--- src/rtl/hidden_layer_accumulator_if.sv ---
// Upstream queue handshake and weight-memory bus seen by hidden_layer_accumulator.
// The slave modport is the accumulator side; the master modport is the queue/memory side.
`timescale 1ns/1ps
interface hidden_layer_accumulator_if #(
    parameter int WEIGHT_W = 8,
    parameter int WADDR_W  = 14
);
    logic                       queue_finished;
    logic                       queue_empty;
    logic [9:0]                 index_in;
    logic                       dequeue;
    logic [WADDR_W-1:0]         w_addr;
    logic                       w_rd;
    logic signed [WEIGHT_W-1:0] w_data;

    modport slave (
        input  queue_finished, queue_empty, index_in, w_data,
        output dequeue, w_addr, w_rd
    );

    modport master (
        output queue_finished, queue_empty, index_in, w_data,
        input  dequeue, w_addr, w_rd
    );
endinterface

--- src/rtl/hidden_layer_accumulator.sv ---
// Drains active-pixel indexes from the input queue and sums one signed weight per hidden node.
// Define HIDDEN_ACC_SATURATE_EN for saturating sums with a sticky overflow flag (default: wrap).
`timescale 1ns/1ps
module hidden_layer_accumulator #(
    parameter int INPUT_NODES  = 784,
    parameter int HIDDEN_NODES = 16,
    parameter int WEIGHT_W     = 8,
    parameter int ACC_W        = 16,
    parameter int WADDR_W      = 14,
    parameter int SEL_W        = 4
) (
    input  logic                    clk,
    input  logic                    reset,
    input  logic                    start,
    hidden_layer_accumulator_if.slave bus,
    input  logic [SEL_W-1:0]        acc_sel,
    output logic signed [ACC_W-1:0] acc_out,
    output logic [9:0]              active_count,
    output logic                    busy,
    output logic                    done,
    output logic                    overflow
);

    if (((1 << SEL_W) < HIDDEN_NODES) || (INPUT_NODES > 1024)) begin : g_param_chk
        $error("hidden_layer_accumulator: illegal parameter combination");
    end

    typedef enum logic [2:0] {
        IDLE, WAIT_FILL, CHECK, DEQ, LATCH, RD, ACC, DONE
    } state_t;

    state_t                  state_q, state_d;
    logic signed [ACC_W-1:0] acc_q [HIDDEN_NODES];
    logic [9:0]              idx_q;
    logic [9:0]              cnt_q;
    logic [SEL_W-1:0]        j_q;
    logic                    start_ok;
    logic                    last_j;
    logic signed [ACC_W-1:0] sum_d;

    assign start_ok = start && ((state_q == IDLE) || (state_q == DONE));
    assign last_j   = (j_q == SEL_W'(HIDDEN_NODES - 1));

    always_comb begin
        state_d = state_q;
        case (state_q)
            IDLE, DONE: if (start) state_d = WAIT_FILL;
            WAIT_FILL:  if (bus.queue_finished) state_d = CHECK;
            CHECK:      state_d = bus.queue_empty ? DONE : DEQ;
            DEQ:        state_d = LATCH;
            LATCH:      state_d = RD;
            RD:         state_d = ACC;
            ACC:        state_d = last_j ? CHECK : RD;
            default:    state_d = IDLE;
        endcase
    end

    always_ff @(posedge clk or posedge reset) begin
        if (reset) begin
            state_q <= IDLE;
            idx_q   <= '0;
            cnt_q   <= '0;
            j_q     <= '0;
        end else begin
            state_q <= state_d;
            if (start_ok) begin
                cnt_q <= '0;
            end else if (state_q == LATCH) begin
                idx_q <= bus.index_in;
                cnt_q <= cnt_q + 10'd1;
                j_q   <= '0;
            end else if ((state_q == ACC) && !last_j) begin
                j_q <= j_q + SEL_W'(1);
            end
        end
    end

`ifdef HIDDEN_ACC_SATURATE_EN
    localparam logic signed [ACC_W:0] ACC_MAX = {2'b00, {(ACC_W-1){1'b1}}};
    localparam logic signed [ACC_W:0] ACC_MIN = {2'b11, {(ACC_W-1){1'b0}}};

    // Returns {clamped, sum}; the extra bit keeps the true sum before clamping.
    function automatic logic [ACC_W:0] sat_add(input logic signed [ACC_W-1:0] a,
                                               input logic signed [WEIGHT_W-1:0] w);
        logic signed [ACC_W:0] s;
        s = (ACC_W+1)'(a) + (ACC_W+1)'(w);
        if (s > ACC_MAX) return {1'b1, ACC_MAX[ACC_W-1:0]};
        if (s < ACC_MIN) return {1'b1, ACC_MIN[ACC_W-1:0]};
        return {1'b0, s[ACC_W-1:0]};
    endfunction

    logic clamp_d;
    logic ovf_q;

    always_comb {clamp_d, sum_d} = sat_add(acc_q[j_q], bus.w_data);

    always_ff @(posedge clk or posedge reset) begin
        if (reset)                             ovf_q <= 1'b0;
        else if (start_ok)                     ovf_q <= 1'b0;
        else if ((state_q == ACC) && clamp_d)  ovf_q <= 1'b1;
    end

    assign overflow = ovf_q;
`else
    function automatic logic signed [ACC_W-1:0] wrap_add(input logic signed [ACC_W-1:0] a,
                                                         input logic signed [WEIGHT_W-1:0] w);
        return a + ACC_W'(w);
    endfunction

    assign sum_d    = wrap_add(acc_q[j_q], bus.w_data);
    assign overflow = 1'b0;
`endif

    // w_data belongs to the RD issued one cycle earlier, so the add happens in ACC.
    always_ff @(posedge clk or posedge reset) begin
        if (reset) begin
            for (int i = 0; i < HIDDEN_NODES; i++) acc_q[i] <= '0;
        end else if (start_ok) begin
            for (int i = 0; i < HIDDEN_NODES; i++) acc_q[i] <= '0;
        end else if (state_q == ACC) begin
            acc_q[j_q] <= sum_d;
        end
    end

    assign bus.dequeue = (state_q == DEQ);
    assign bus.w_rd    = (state_q == RD);
    assign bus.w_addr  = WADDR_W'(32'(idx_q) * 32'(HIDDEN_NODES) + 32'(j_q));

    always_comb begin
        acc_out = '0;
        if (int'(acc_sel) < HIDDEN_NODES) acc_out = acc_q[acc_sel];
    end

    assign active_count = cnt_q;
    assign busy         = (state_q != IDLE) && (state_q != DONE);
    assign done         = (state_q == DONE);

endmodule

--- src/flat_wrapper.sv ---
// flat-port wrapper written by rule: the top's interface ports become plain ports
module hidden_layer_accumulator_flat 
#(
    parameter int INPUT_NODES  = 784,
    parameter int HIDDEN_NODES = 16,
    parameter int WEIGHT_W     = 8,
    parameter int ACC_W        = 16,
    parameter int WADDR_W      = 14,
    parameter int SEL_W        = 4
)
  (clk, reset, start, acc_sel, acc_out, active_count, busy, done, overflow, bus_queue_finished, bus_queue_empty, bus_index_in, bus_w_data, bus_dequeue, bus_w_addr, bus_w_rd);
  hidden_layer_accumulator_if #(.WEIGHT_W(WEIGHT_W), .WADDR_W(WADDR_W)) bus_i ();
  input  logic clk;
  input  logic reset;
  input  logic start;
  input  logic [SEL_W-1:0] acc_sel;
  output logic signed [ACC_W-1:0] acc_out;
  output logic [9:0] active_count;
  output logic busy;
  output logic done;
  output logic overflow;
  input wire logic [$bits(bus_i.queue_finished)-1:0] bus_queue_finished;
  input wire logic [$bits(bus_i.queue_empty)-1:0] bus_queue_empty;
  input wire logic [$bits(bus_i.index_in)-1:0] bus_index_in;
  input wire logic [$bits(bus_i.w_data)-1:0] bus_w_data;
  output wire logic [$bits(bus_i.dequeue)-1:0] bus_dequeue;
  output wire logic [$bits(bus_i.w_addr)-1:0] bus_w_addr;
  output wire logic [$bits(bus_i.w_rd)-1:0] bus_w_rd;
  assign bus_i.queue_finished = bus_queue_finished;
  assign bus_i.queue_empty = bus_queue_empty;
  assign bus_i.index_in = bus_index_in;
  assign bus_i.w_data = bus_w_data;
  assign bus_dequeue = bus_i.dequeue;
  assign bus_w_addr = bus_i.w_addr;
  assign bus_w_rd = bus_i.w_rd;
  hidden_layer_accumulator #(.INPUT_NODES(INPUT_NODES), .HIDDEN_NODES(HIDDEN_NODES), .WEIGHT_W(WEIGHT_W), .ACC_W(ACC_W), .WADDR_W(WADDR_W), .SEL_W(SEL_W)) u_core (.clk(clk), .reset(reset), .start(start), .bus(bus_i), .acc_sel(acc_sel), .acc_out(acc_out), .active_count(active_count), .busy(busy), .done(done), .overflow(overflow));
endmodule
--- config.mk ---
export PLATFORM = sky130hd
export DESIGN_NAME = hidden_layer_accumulator_flat
export DESIGN_NICKNAME = d
export VERILOG_FILES = /design/src/rtl/hidden_layer_accumulator_if.sv /design/src/rtl/hidden_layer_accumulator.sv /design/src/flat_wrapper.sv
export SDC_FILE = /design/constraint.sdc
export NUM_CORES = 1
export LEC_CHECK = 0
export CAP_MARGIN = 20
export CORE_ASPECT_RATIO = 0.9
export CORE_MARGIN = 2
export CORE_UTILIZATION = 61
export CTS_CLUSTER_DIAMETER = 150
export DETAILED_ROUTE_END_ITERATION = 7
export PLACE_DENSITY_LB_ADDON = 0.12
export SYNTH_ARGS = -nofsm -noshare
export SYNTH_HDL_FRONTEND = slang
export SYNTH_SLANG_ARGS = --single-unit
--- constraint.sdc ---
create_clock -name clk -period 12.3 [get_ports clk]
set_input_delay 1.23 -clock clk [delete_from_list [all_inputs] [get_ports clk]]
set_output_delay 1.23 -clock clk [all_outputs]
set_load 0.01 [all_outputs]
## After elaboration in Yosys (flattened, before gate mapping)

Cells that the tools add are included.

- Bits in registers: 283
- Output and inout port bits: 45
- Logic and storage cells: 76

- $add $sub $neg: 4
- $lt $le $gt $ge: 3
- Equality and inequality tests: 11
- Mux-type cells: 20
- Bitwise logic cells: 3
- Reductions and logical operators: 15

Operators with widths:

| cell | count |
|---|---|
| 2-to-1 mux 256 bit | 2 |
| bitwise mux 256 bit | 1 |
| binary-select mux 16 bit (select 4 bit) | 2 |
| 2-to-1 mux 16 bit | 5 |
| demux 16 bit (select 4 bit) | 1 |
| one-hot mux 3 bit (7 select lines) | 1 |
| 2-to-1 mux 10 bit | 2 |
| adder 16 x 8 -> 16 bit | 1 |
| adder 14 x 4 -> 14 bit | 1 |
| == test 3 bit, second input constant | 4 |
| 2-to-1 mux 3 bit | 4 |
| adder 10 x 1 -> 10 bit, second input constant | 1 |
| >= comparator 5 bit, second input constant | 2 |
| inverter 4 -> 5 bit | 2 |
| 2-to-1 mux 4 bit | 2 |
| == test 3 x 2 -> 1 bit, second input constant | 2 |
| AND reduction 2 bit | 3 |
| nonzero test 2 bit | 3 |
| less-than comparator 5 x 1 -> 1 bit, second input constant | 1 |
| adder 4 x 1 -> 4 bit, second input constant | 1 |
| == test 4 bit, second input constant | 1 |
| logical AND 1 bit | 4 |
| != test 2 bit, second input constant | 2 |
| == test 3 x 1 -> 1 bit, second input constant | 1 |
| other kinds (7) | 7 |

## Depth between registers and ports, before layout

Gate-level depths: netlist of run 1.

- Word-level depth: 8
- Depth in mapped cells: 15

## Least setup slack after synthesis of run 1

No wires, ideal clock.

- Kind: reg-to-reg
- Start point: reg u_core.j_q[0]
- End point: reg u_core.acc_q[158] (netlist name)
- Setup time: 126 ps
- Arrival time: 4,420 ps
- Slack: 7,754 ps
- Stages on the path, launching flop included: 16
- Path buffers: 4
- Cell sequence: dfrtp_1 -> buf_2 -> buf_2 -> buf_2 -> mux4_2 -> mux4_2 -> ha_1 -> fa_1 -> a21o_1 -> a221oi_2 -> nor2_1 -> o41ai_4 -> nor3_1 -> a31oi_2 -> buf_4 -> o22ai_1

- Word-level cells in the longest chain between the ends: 8
- Elaborated cells on any way between the ends: 13
- Those cells by class: 1 x add/sub; 2 x order compare; 8 x mux; 1 x bitwise; 1 x reduce/logical

Ends and longest elaborated chain:

| item | RTL line | source |
|---|---|---|
| start, declared | hidden_layer_accumulator.sv:36 | `logic [SEL_W-1:0] j_q;` |
| start signal, assigned | hidden_layer_accumulator.sv:73 | `j_q <= j_q + SEL_W'(1);` |
| inverter 4 -> 5 bit (not written as such) * | hidden_layer_accumulator.sv:110, hidden_layer_accumulator.sv:121 |  |
| binary-select mux 16 bit (select 4 bit) (tied with other cells) | hidden_layer_accumulator.sv:110 | `assign sum_d = wrap_add(acc_q[j_q], bus.w_data);` |
| 2-to-1 mux 16 bit (not written as such) / logical AND 1 bit (equally long branches) | hidden_layer_accumulator.sv:110, hidden_layer_accumulator.sv:121 |  |
| 2-to-1 mux 16 bit, on equally long branches | hidden_layer_accumulator.sv:110, hidden_layer_accumulator.sv:121 |  |
| adder 16 x 8 -> 16 bit / demux 16 bit (select 4 bit) (equally long branches) | hidden_layer_accumulator.sv:107, hidden_layer_accumulator.sv:121 |  |
| bitwise mux 256 bit * | hidden_layer_accumulator.sv:121 | `acc_q[j_q] <= sum_d;` |
| 2-to-1 mux 256 bit * | hidden_layer_accumulator.sv:120 | `end else if (state_q == ACC) begin` |
| 2-to-1 mux 256 bit * | hidden_layer_accumulator.sv:118 | `end else if (start_ok) begin` |
| end signal, assigned by index | hidden_layer_accumulator.sv:121 |  |
| end, declared | hidden_layer_accumulator.sv:33 | `logic signed [ACC_W-1:0] acc_q [HIDDEN_NODES];` |

Every way passes the cells marked *; elsewhere a longest branch is shown, timed or not. The select of a mux whose other input is x is not followed.
A chain may end at the register's enable or synchronous reset.

## Final worst setup path of run 1

- Start point: reg u_core.j_q[0]
- End point: reg u_core.acc_q[190] (netlist name)

Same word-level chain as after synthesis.

==> flow_metrics.tcl, run 1 <==
set metrics [dict create \
    hold_path.class "register to register" \
    synth_edf_count 0 \
    cap_viol_max_count 0 \
    track_usage_pct 37.9 \
    dieWidth_um 170 \
    post_cts_resized 0 \
    cts_setup_buffers 0 \
    synth_area_mm2 0.0151 \
    synth_area_leaders "dfrtp_1 47%, mux4_2 24%, a22o_1 12%" \
    cts_tree "done" \
    place_area_mm2 0.0162 \
    syn-instance-count 1130 \
    yosysTopAreaCellShare_pct 47.0 \
    synth-seq-cells 283 \
    die_y_um 153 \
    avgViaCountPerCell 7.61 \
    finalCritPeriodShare_pct 45.0 \
    synth_cell_types 49 \
    drive_gt1_share_pct 25.1 \
    setup_viol 0 \
    postLayoutCellArea_mm2 0.0172 \
    leakagePower_nw 7.51 \
    path_cells "buf_4 > mux4_2 > mux4_2 > ha_1 > a21o_1 > a221oi_2 > nor2_1 > o41ai_4 > nor3_1 > a31oi_2 > o22ai_1" \
    cts-root-buf "clkbuf_16" \
    slowest_delay_ns 0.85 \
    worstPathRequired_ns 12.70 \
    grt_max_degree 101 \
    max_freq_ghz 0.181 \
    cp.arrival_ns 5.93 \
    wl_per_cell_um 31.4 \
    cp-start-kind "register" \
    status "complete, no violations" \
    ys_seq_area_share_pct 47.0 \
    critPathCaptureType "register" \
    hold_violations 0 \
    area_delta_synth_final_pct 14.1 \
    crit_type "register to register" \
    rows 54 \
    firstDrtPassIters 6 \
    slew_violations 0 \
    ctsHoldBuffers 0 \
    ios 72 \
    yosysTopAreaCell "dfrtp_1" \
    totalNegativeSetupSlack_ns 0 \
    cts.clk_slew.worst_paths_ns 0.06 \
    dieArea_mm2 0.0260 \
    cts_made_buffers 29 \
    cp_max_fo 38 \
    p_per_area_mw_per_mm2 216 \
    dp.final_hpwl_um 28000 \
    syn-mean-instance-area_um2 13.3 \
    n_antenna_cell 0 \
    ant_nets 0 \
    cts_sinks 283 \
    cpMaxStageDelayCell "dfrtp_4" \
    drt-total-wl_um 47400 \
    core-area_mm2 0.0243 \
    num-fill-cells 1646 \
    grt_pass1_wl_um 72300 \
    synth_ff_type "dfrtp_1" \
    tightest_slew_ns 1.31 \
    synth_warnings 0 \
    grt_pass1_vias 11500 \
    nNetsFinal 1229 \
    syn_nets 1178 \
    irDropWorstVdd_mv 0.157 \
    cts_buffer_depth 3 \
    clkLatencyLatePin_ns 0.56 \
    remaining_drc_errors 0 \
    htree_levels 1 \
    antenna_found_initial 0 \
    detail_route.iter0.violations 1621 \
    grt_setup_unrepaired "false" \
    dr_total_vias 11500 \
    io_buffers 70 \
    crit_top_cell "mux4_2" \
    start_util_pct 62.1 \
    skew_ns 0.0119 \
    maxSlewHeadroom_pct 12.3 \
    async_flop_share_pct 100 \
    finalCriticalPeriod_ns 5.53 \
    overflow 0 \
    gp_congestion 0.892 \
]
## placed cells by master (no fill, tap or decap), types with 29 or more instances in the layout
| cell type | synthesis | routed |
|---|---|---|
| clkbuf_16 | 0 | 29 |
| a22o_1 | 208 | 208 |
| o21ai_0 | 29 | 29 |
| buf_4 | 2 | 52 |
| mux4_2 | 160 | 160 |
| dfrtp_1 | 283 | 280 |
| nor2_1 | 65 | 54 |
| a21oi_1 | 30 | 30 |
| nand2_1 | 82 | 82 |
| clkdlybuf4s50_1 | 0 | 68 |
## stage by stage
stage | utilization (%) | setup WS (ns) | hold WS [ns] | std cells | total power, mW
after floorplan | - | 3.26 | 0.461 | 1130 | 2.22
after global placement | 66.6 | 6.91 | 0.457 | 1451 | 2.72
after detailed placement | 66.8 | 6.80 | 0.462 | 1456 | 2.77
after CTS | 70.8 | 6.81 | 0.478 | 1506 | 3.67
after global routing | 70.9 | 6.44 | 0.497 | 1508 | 3.87
final | 70.9 | 6.77 | 0.476 | 1508 | 3.72
## critical path: cells and delay by family (launching register included)
| kind | cells | cell delay (ns) |
|---|---|---|
| flops | 1 | 0.85 |
| fa+ha+maj | 1 | 0.35 |
| buf+inv | 1 | 0.73 |
| mux | 2 | 1.06 |
| compound gates | 5 | 2.03 |
| simple gates | 2 | 0.29 |
## cells by family (layout without fill, tap and decap cells)
family,after synthesis,after routing,share of synthesized area (%)
xor+xnor,21,21,1.22
flops,283,283,47.0
compound gates,322,322,16.9
other cells,1,1,0.0249
fa+ha+maj,21,21,1.79
mux,160,160,23.9
buf+inv,108,178,2.93
simple gates,214,214,6.20
## final cells by class
cell class / instances / area, um^2 / share of cell area (%)
Inverter: 4 / 22.5 / 0.131
Clock buffer: 38 / 810 / 4.71
Multi-Input combinational cell: 739 / 7620 / 44.3
Clock inverter: 12 / 151 / 0.880
Timing Repair Buffer: 124 / 1120 / 6.52
Sequential cell: 283 / 7090 / 41.2
Tap cell: 308 / 385 / 2.24
## routing by layer
layer,part of all wire [%],GRT usage (%)
met5,0,0
met4,4.5,14.6
met3,15,13.4
met2,43,53.3
met1,38,55.1
## worst paths after layout
check                                      from                end  slack (ns)  cells after the start
worst min-delay path            u_core.idx_q[3]    u_core.idx_q[3]        0.48                      2
worst max register to register    u_core.j_q[0]  u_core.acc_q[190]        6.77                     11
min in group asynchronous                 reset   u_core.acc_q[16]        1.18                      2
worst max-delay path              u_core.j_q[0]  u_core.acc_q[190]        6.77                     11
worst min register to register  u_core.idx_q[3]    u_core.idx_q[3]        0.48                      2
max in group asynchronous                 reset  u_core.acc_q[245]        9.74                      3
## flip-flops by register name, summed over array words and instances, names as in the netlist
signal and cells:
u_core.idx_q 10, u_core.active_count 10, u_core.acc_q 256, u_core.state_q 3, u_core.j_q 4
## cells in the mapped netlist, types with 9 or more instances
master    instances
xor2_1           12
o22ai_1          16
a22o_1          208
dfrtp_1         283
ha_1             20
a21o_1           11
clkbuf_1         76
nor3_1            9
nand3_1          26
mux4_2          160
o21ai_2          10
o21ai_0          29
nand2_1          82
a21oi_1          30
xnor2_1           9
buf_2            17
nor2_1           65
## power by group
group	switching (mW)	internal, mW	total, mW
combinational	0.977	0.620	1.60
sequential	0.153	1.06	1.22
clock	0.381	0.525	0.905
Note: power is estimated with default switching activity, not from simulation.
==> run 2, diff against run 1 <==
Clock period 12.3 ns to 5.6 ns, I/O delays scaled along.
==> flow_metrics.tcl, run 2 (synthesized netlist as in run 1, its figures left out) <==
set metrics [dict create \
    start_util_pct 62.1 \
    gp_congestion 0.870 \
    cp.arrival_ns 5.01 \
    met2_wirelength_um 20100 \
    setup_viol 0 \
    power_switching_mw 3.29 \
    slowest_delay_ns 0.86 \
    cts_sinks 283 \
    m1WireLength_um 18200 \
    min-delay-start "u_core.idx_q[2]" \
    mostFrequentLayoutCell "dfrtp_1" \
    final_util_pct 71.2 \
    hold_path.class "register to register" \
    ant_nets 0 \
    grt_max_degree 144 \
    mostFrequentLayoutCells "280 x dfrtp_1, 208 x a22o_1, 160 x mux4_2" \
    clockPowerShare_pct 24.6 \
    core-area_mm2 0.0243 \
    crit_top_cell "mux4_2" \
    detail_route.iter0.violations 1522 \
    crit_path_start "u_core.j_q[0]" \
    firstDrtPassIters 5 \
    cts.clk_slew.worst_paths_ns 0.06 \
    cpLargestDelayFamily "compound AO/OA/AOI/OAI gates" \
    dr_total_vias 11300 \
    cp_max_fo 32 \
    leakagePower_nw 7.55 \
    dieWidth_um 170 \
    hold_violations 0 \
    wl_per_cell_um 31.0 \
    irDropWorstVdd_mv 0.370 \
    track_usage_pct 37.0 \
    cts_made_buffers 31 \
    clkLatencyLatePin_ns 0.56 \
    cts_buffer_depth 3 \
    largest_reg_flops 256 \
    cts-root-buf "clkbuf_16" \
    avgViaCountPerCell 7.45 \
    p_seq_share_pct 32.7 \
    remaining_drc_errors 0 \
    area_delta_synth_final_pct 14.6 \
    totalNegativeSetupSlack_ns 0 \
    status "complete, no violations" \
    dieArea_mm2 0.0260 \
    n_antenna_cell 0 \
    cts_tree "done" \
    worstPathRequired_ns 6.03 \
    overflow 0 \
    post_cts_resized 0 \
    final.setup.worst_slack_ns 1.03 \
    p_per_area_mw_per_mm2 475 \
    top_register "u_core.acc_q" \
    io_buffers 70 \
    cp-start-kind "register" \
    cap_viol_max_count 0 \
    power.internal_mw 4.91 \
    htree_levels 1 \
    ios 72 \
    drive_gt1_share_pct 25.2 \
    finalCriticalPeriod_ns 4.57 \
    comb_power_share_pct 42.7 \
    antenna_found_initial 0 \
    finalCritPeriodShare_pct 81.7 \
    ctsHoldBuffers 0 \
    preCtsSetupSlack_ns 0.978 \
    tightest_slew_ns 1.29 \
    cts_setup_buffers 0 \
    skew_ns 0.0119 \
    cp_num_buf_inv 1 \
    maxSlewHeadroom_pct 14.2 \
    top_layer "met4" \
    grt_pass1_wl_um 70500 \
    rr_startpoint "u_core.j_q[0]" \
    grt_setup_unrepaired "false" \
    path_cells "mux4_2 > mux4_2 > ha_1 > fa_1 > a21o_1 > a221oi_2 > nor2_1 > o41ai_4 > nor3_1 > a31oi_2 > buf_4 > o22ai_1" \
    p_sw_share_pct 40.1 \
    crit_type "register to register" \
    critPathCaptureType "register" \
    grt_pass1_vias 11100 \
    rows 54 \
    dp.final_hpwl_um 27400 \
    nNetsFinal 1229 \
    max_freq_ghz 0.219 \
    slew_violations 0 \
    die_y_um 153 \
    cpMaxStageDelayCell "dfrtp_4" \
    drt-total-wl_um 46800 \
    wl_met3_um 6580 \
]
run 2: cell count changes in the layout (fill, tap and decap cells not counted), sizes merged:
| cell | previous run | this run |
|---|---|---|
| bufinv | 3 | 2 |
| buf | 56 | 54 |
| inv | 6 | 4 |
| clkinvlp | 2 | 1 |
| clkbuf | 38 | 47 |
run 2: cell type report:
type	count	area [um^2]
Clock buffer	47	906
Timing Repair Buffer	122	1160
Multi-Input combinational cell	739	7630
Sequential cell	283	7090
Tap cell	308	385
Inverter	4	18.8
Clock inverter	8	93.8
Fill cell	1678	6980
run 2: power by group through the flow:
stage	clock network, mW	registers [mW]	logic, mW
after floorplan	0	2.54	2.32
after global placement	0	2.68	3.30
after detailed placement	0	2.69	3.35
after CTS	2.03	2.67	3.36
after global routing	2.12	2.72	3.70
final	2.02	2.68	3.50
run 2: final timing paths:
| kind | endpoint | slack (ns) | cells after the start |
|---|---|---|---|
| setup / recovery | u_core.acc_q[254] | 1.03 | 12 |
| hold / removal | u_core.idx_q[2] | 0.48 | 2 |
| setup reg to reg | u_core.acc_q[254] | 1.03 | 12 |
| hold reg to reg | u_core.idx_q[2] | 0.48 | 2 |
| max in group asynchronous | u_core.acc_q[88] | 3.75 | 3 |
| min in group asynchronous | u_core.acc_q[81] | 0.56 | 2 |
run 2: worst reg2reg max path, cell delays in order (launching register included):
cell      delay [ns]
dfrtp_4         0.86
mux4_2          0.61
mux4_2          0.47
ha_1            0.24
fa_1            0.44
a21o_1          0.23
a221oi_2        0.36
nor2_1          0.15
o41ai_4         0.44
nor3_1          0.11
a31oi_2         0.16
buf_4           0.24
o22ai_1         0.13
run 2: layer usage:
metal | track usage (%) | up-vias
li1 | - | 4548
met1 | 55.1 | 5685
met2 | 51.1 | 870
met3 | 13.2 | 160
met4 | 12.6 | 0
met5 | 0 | -
run 2: metrics by stage:
stage                     hold slack [ns]  cells  cell area (um^2)  power, mW
after floorplan                     0.461   1130             15100       4.87
after global placement              0.460   1448             16200       5.98
after CTS                           0.481   1503             17200       8.06
final                               0.476   1511             17300       8.20
after global routing                0.515   1511             17300       8.54
after detailed placement            0.466   1448             16200       6.04
==> run 3, diff against run 2 <==
Clock period 5.6 ns to 4.75 ns, I/O delays scaled along.
==> flow_metrics.tcl, run 3 (synthesized netlist as in run 1, its figures left out) <==
set metrics [dict create \
    status "complete, no violations" \
    crit_type "register to register" \
    nNetsFinal 1238 \
    hold_violations 0 \
    cp_max_fo 35 \
    finalCritPeriodShare_pct 91.9 \
    skew_ns 0.0103 \
    overflow 0 \
    cts.clk_slew.worst_paths_ns 0.06 \
    dpl.cell_count 1462 \
    area_delta_synth_final_pct 15.4 \
    n_antenna_cell 0 \
    max_freq_ghz 0.229 \
    hold_path.class "input pin to async pin" \
    post_cts_resized 0 \
    largest_reg_flops 256 \
    ctsHoldBuffers 0 \
    dp.final_hpwl_um 28700 \
    grt_max_degree 103 \
    remaining_drc_errors 0 \
    cts_tree "done" \
    mostFrequentLayoutCell "dfrtp_1" \
    start_util_pct 62.1 \
    cp-start-kind "register" \
    tightest_slew_ns 1.26 \
    cts_made_buffers 30 \
    totalNegativeSetupSlack_ns 0 \
    avgViaCountPerCell 7.64 \
    irDropWorstVdd_mv 0.453 \
    core-area_mm2 0.0243 \
    track_usage_pct 38.6 \
    drive_gt1_share_pct 25.8 \
    dieArea_mm2 0.0260 \
    grt_pass1_vias 11700 \
    maxSlewHeadroom_pct 15.6 \
    cts_setup_buffers 0 \
    final.setup.worst_slack_ns 0.385 \
    grt_setup_unrepaired "false" \
    leakagePower_nw 7.62 \
    grt_pass1_wl_um 73800 \
    cap_viol_max_count 0 \
    cts_buffer_depth 3 \
    critPathCaptureType "register" \
    finalCriticalPeriod_ns 4.37 \
    dr_total_vias 11600 \
    worstPathRequired_ns 5.24 \
    gp_congestion 0.907 \
    drt-total-wl_um 48300 \
    power.total_mw 9.87 \
    dieWidth_um 170 \
    rows 54 \
    preCtsSetupSlack_ns 0.373 \
    clkLatencyLatePin_ns 0.56 \
    area.sequential_mm2 0.00709 \
    die_y_um 153 \
    firstDrtPassIters 5 \
    ios 72 \
    antenna_found_initial 0 \
    htree_levels 1 \
    cts_sinks 283 \
    final_util_pct 71.7 \
    top_register "u_core.acc_q" \
    finalNonFillerCells 1519 \
    multi_input_comb_area_mm2 0.00762 \
    wl_per_cell_um 31.8 \
    p_per_area_mw_per_mm2 567 \
    cts-root-buf "clkbuf_16" \
    detail_route.iter0.violations 1568 \
    ant_nets 0 \
    num-fill-cells 1637 \
    mostFrequentLayoutCells "280 x dfrtp_1, 208 x a22o_1, 160 x mux4_2" \
    setup_viol 0 \
    io_buffers 70 \
    cp.arrival_ns 4.86 \
    slew_violations 0 \
]
## run 3: final cells by class
| cell class | instances | share of cell area (%) |
|---|---|---|
| Inverter | 4 | 0.108 |
| Multi-Input combinational cell | 739 | 43.8 |
| Clock inverter | 10 | 0.877 |
| Sequential cell | 283 | 40.7 |
| Tap cell | 308 | 2.21 |
| Clock buffer | 43 | 5.12 |
| Timing Repair Buffer | 132 | 7.15 |
## run 3: through the flow
| step | hold WS (ns) | cell area (um^2) |
|---|---|---|
| global placement | 0.458 | 16300 |
| CTS | 0.261 | 17400 |
| finish | 0.255 | 17400 |
| floorplan | 0.461 | 15100 |
| detailed placement | 0.461 | 16300 |
| global route | 0.292 | 17400 |
## run 3: final timing paths
check / startpoint / to / slack, ns / depth (start not counted)
worst max-delay path: u_core.j_q[0] / u_core.acc_q[13] / 0.38 / 12
worst min-delay path: reset / u_core.j_q[0] / 0.25 / 2
worst max register to register: u_core.j_q[0] / u_core.acc_q[13] / 0.38 / 12
worst min register to register: u_core.idx_q[7] / u_core.idx_q[7] / 0.48 / 2
max in group asynchronous: reset / u_core.acc_q[91] / 3.34 / 3
min in group clk: bus_index_in[7] / u_core.idx_q[7] / 0.44 / 3
## run 3: per-layer routing
metal | part of all wire (%) | wire, um | global-route usage [%] | up-vias
li1 | - | - | - | 4590
met1 | 37 | 18000 | 54.9 | 5939
met2 | 44 | 21200 | 55.4 | 885
met3 | 14 | 6810 | 13.3 | 190
met4 | 4.6 | 2200 | 14.8 | 2
met5 | 0.072 | 35 | 1.13 | -
## run 3: critical path, cell delays in order (launching register included)
cell and delay (ns):
dfrtp_4 0.62, buf_12 0.34, buf_12 0.22, mux4_2 0.53, mux4_2 0.55, ha_1 0.45, nor3_1 0.07, a311oi_1 0.31
a21o_1 0.19, a31oi_1 0.11, xnor2_1 0.43, buf_4 0.28, a22o_1 0.16
## run 3: where the power goes
group          switching, mW  internal (mW)  total (mW)
Combinational           2.61           1.66        4.27
Sequential             0.358           2.75        3.11
Clock                  0.981           1.51        2.49
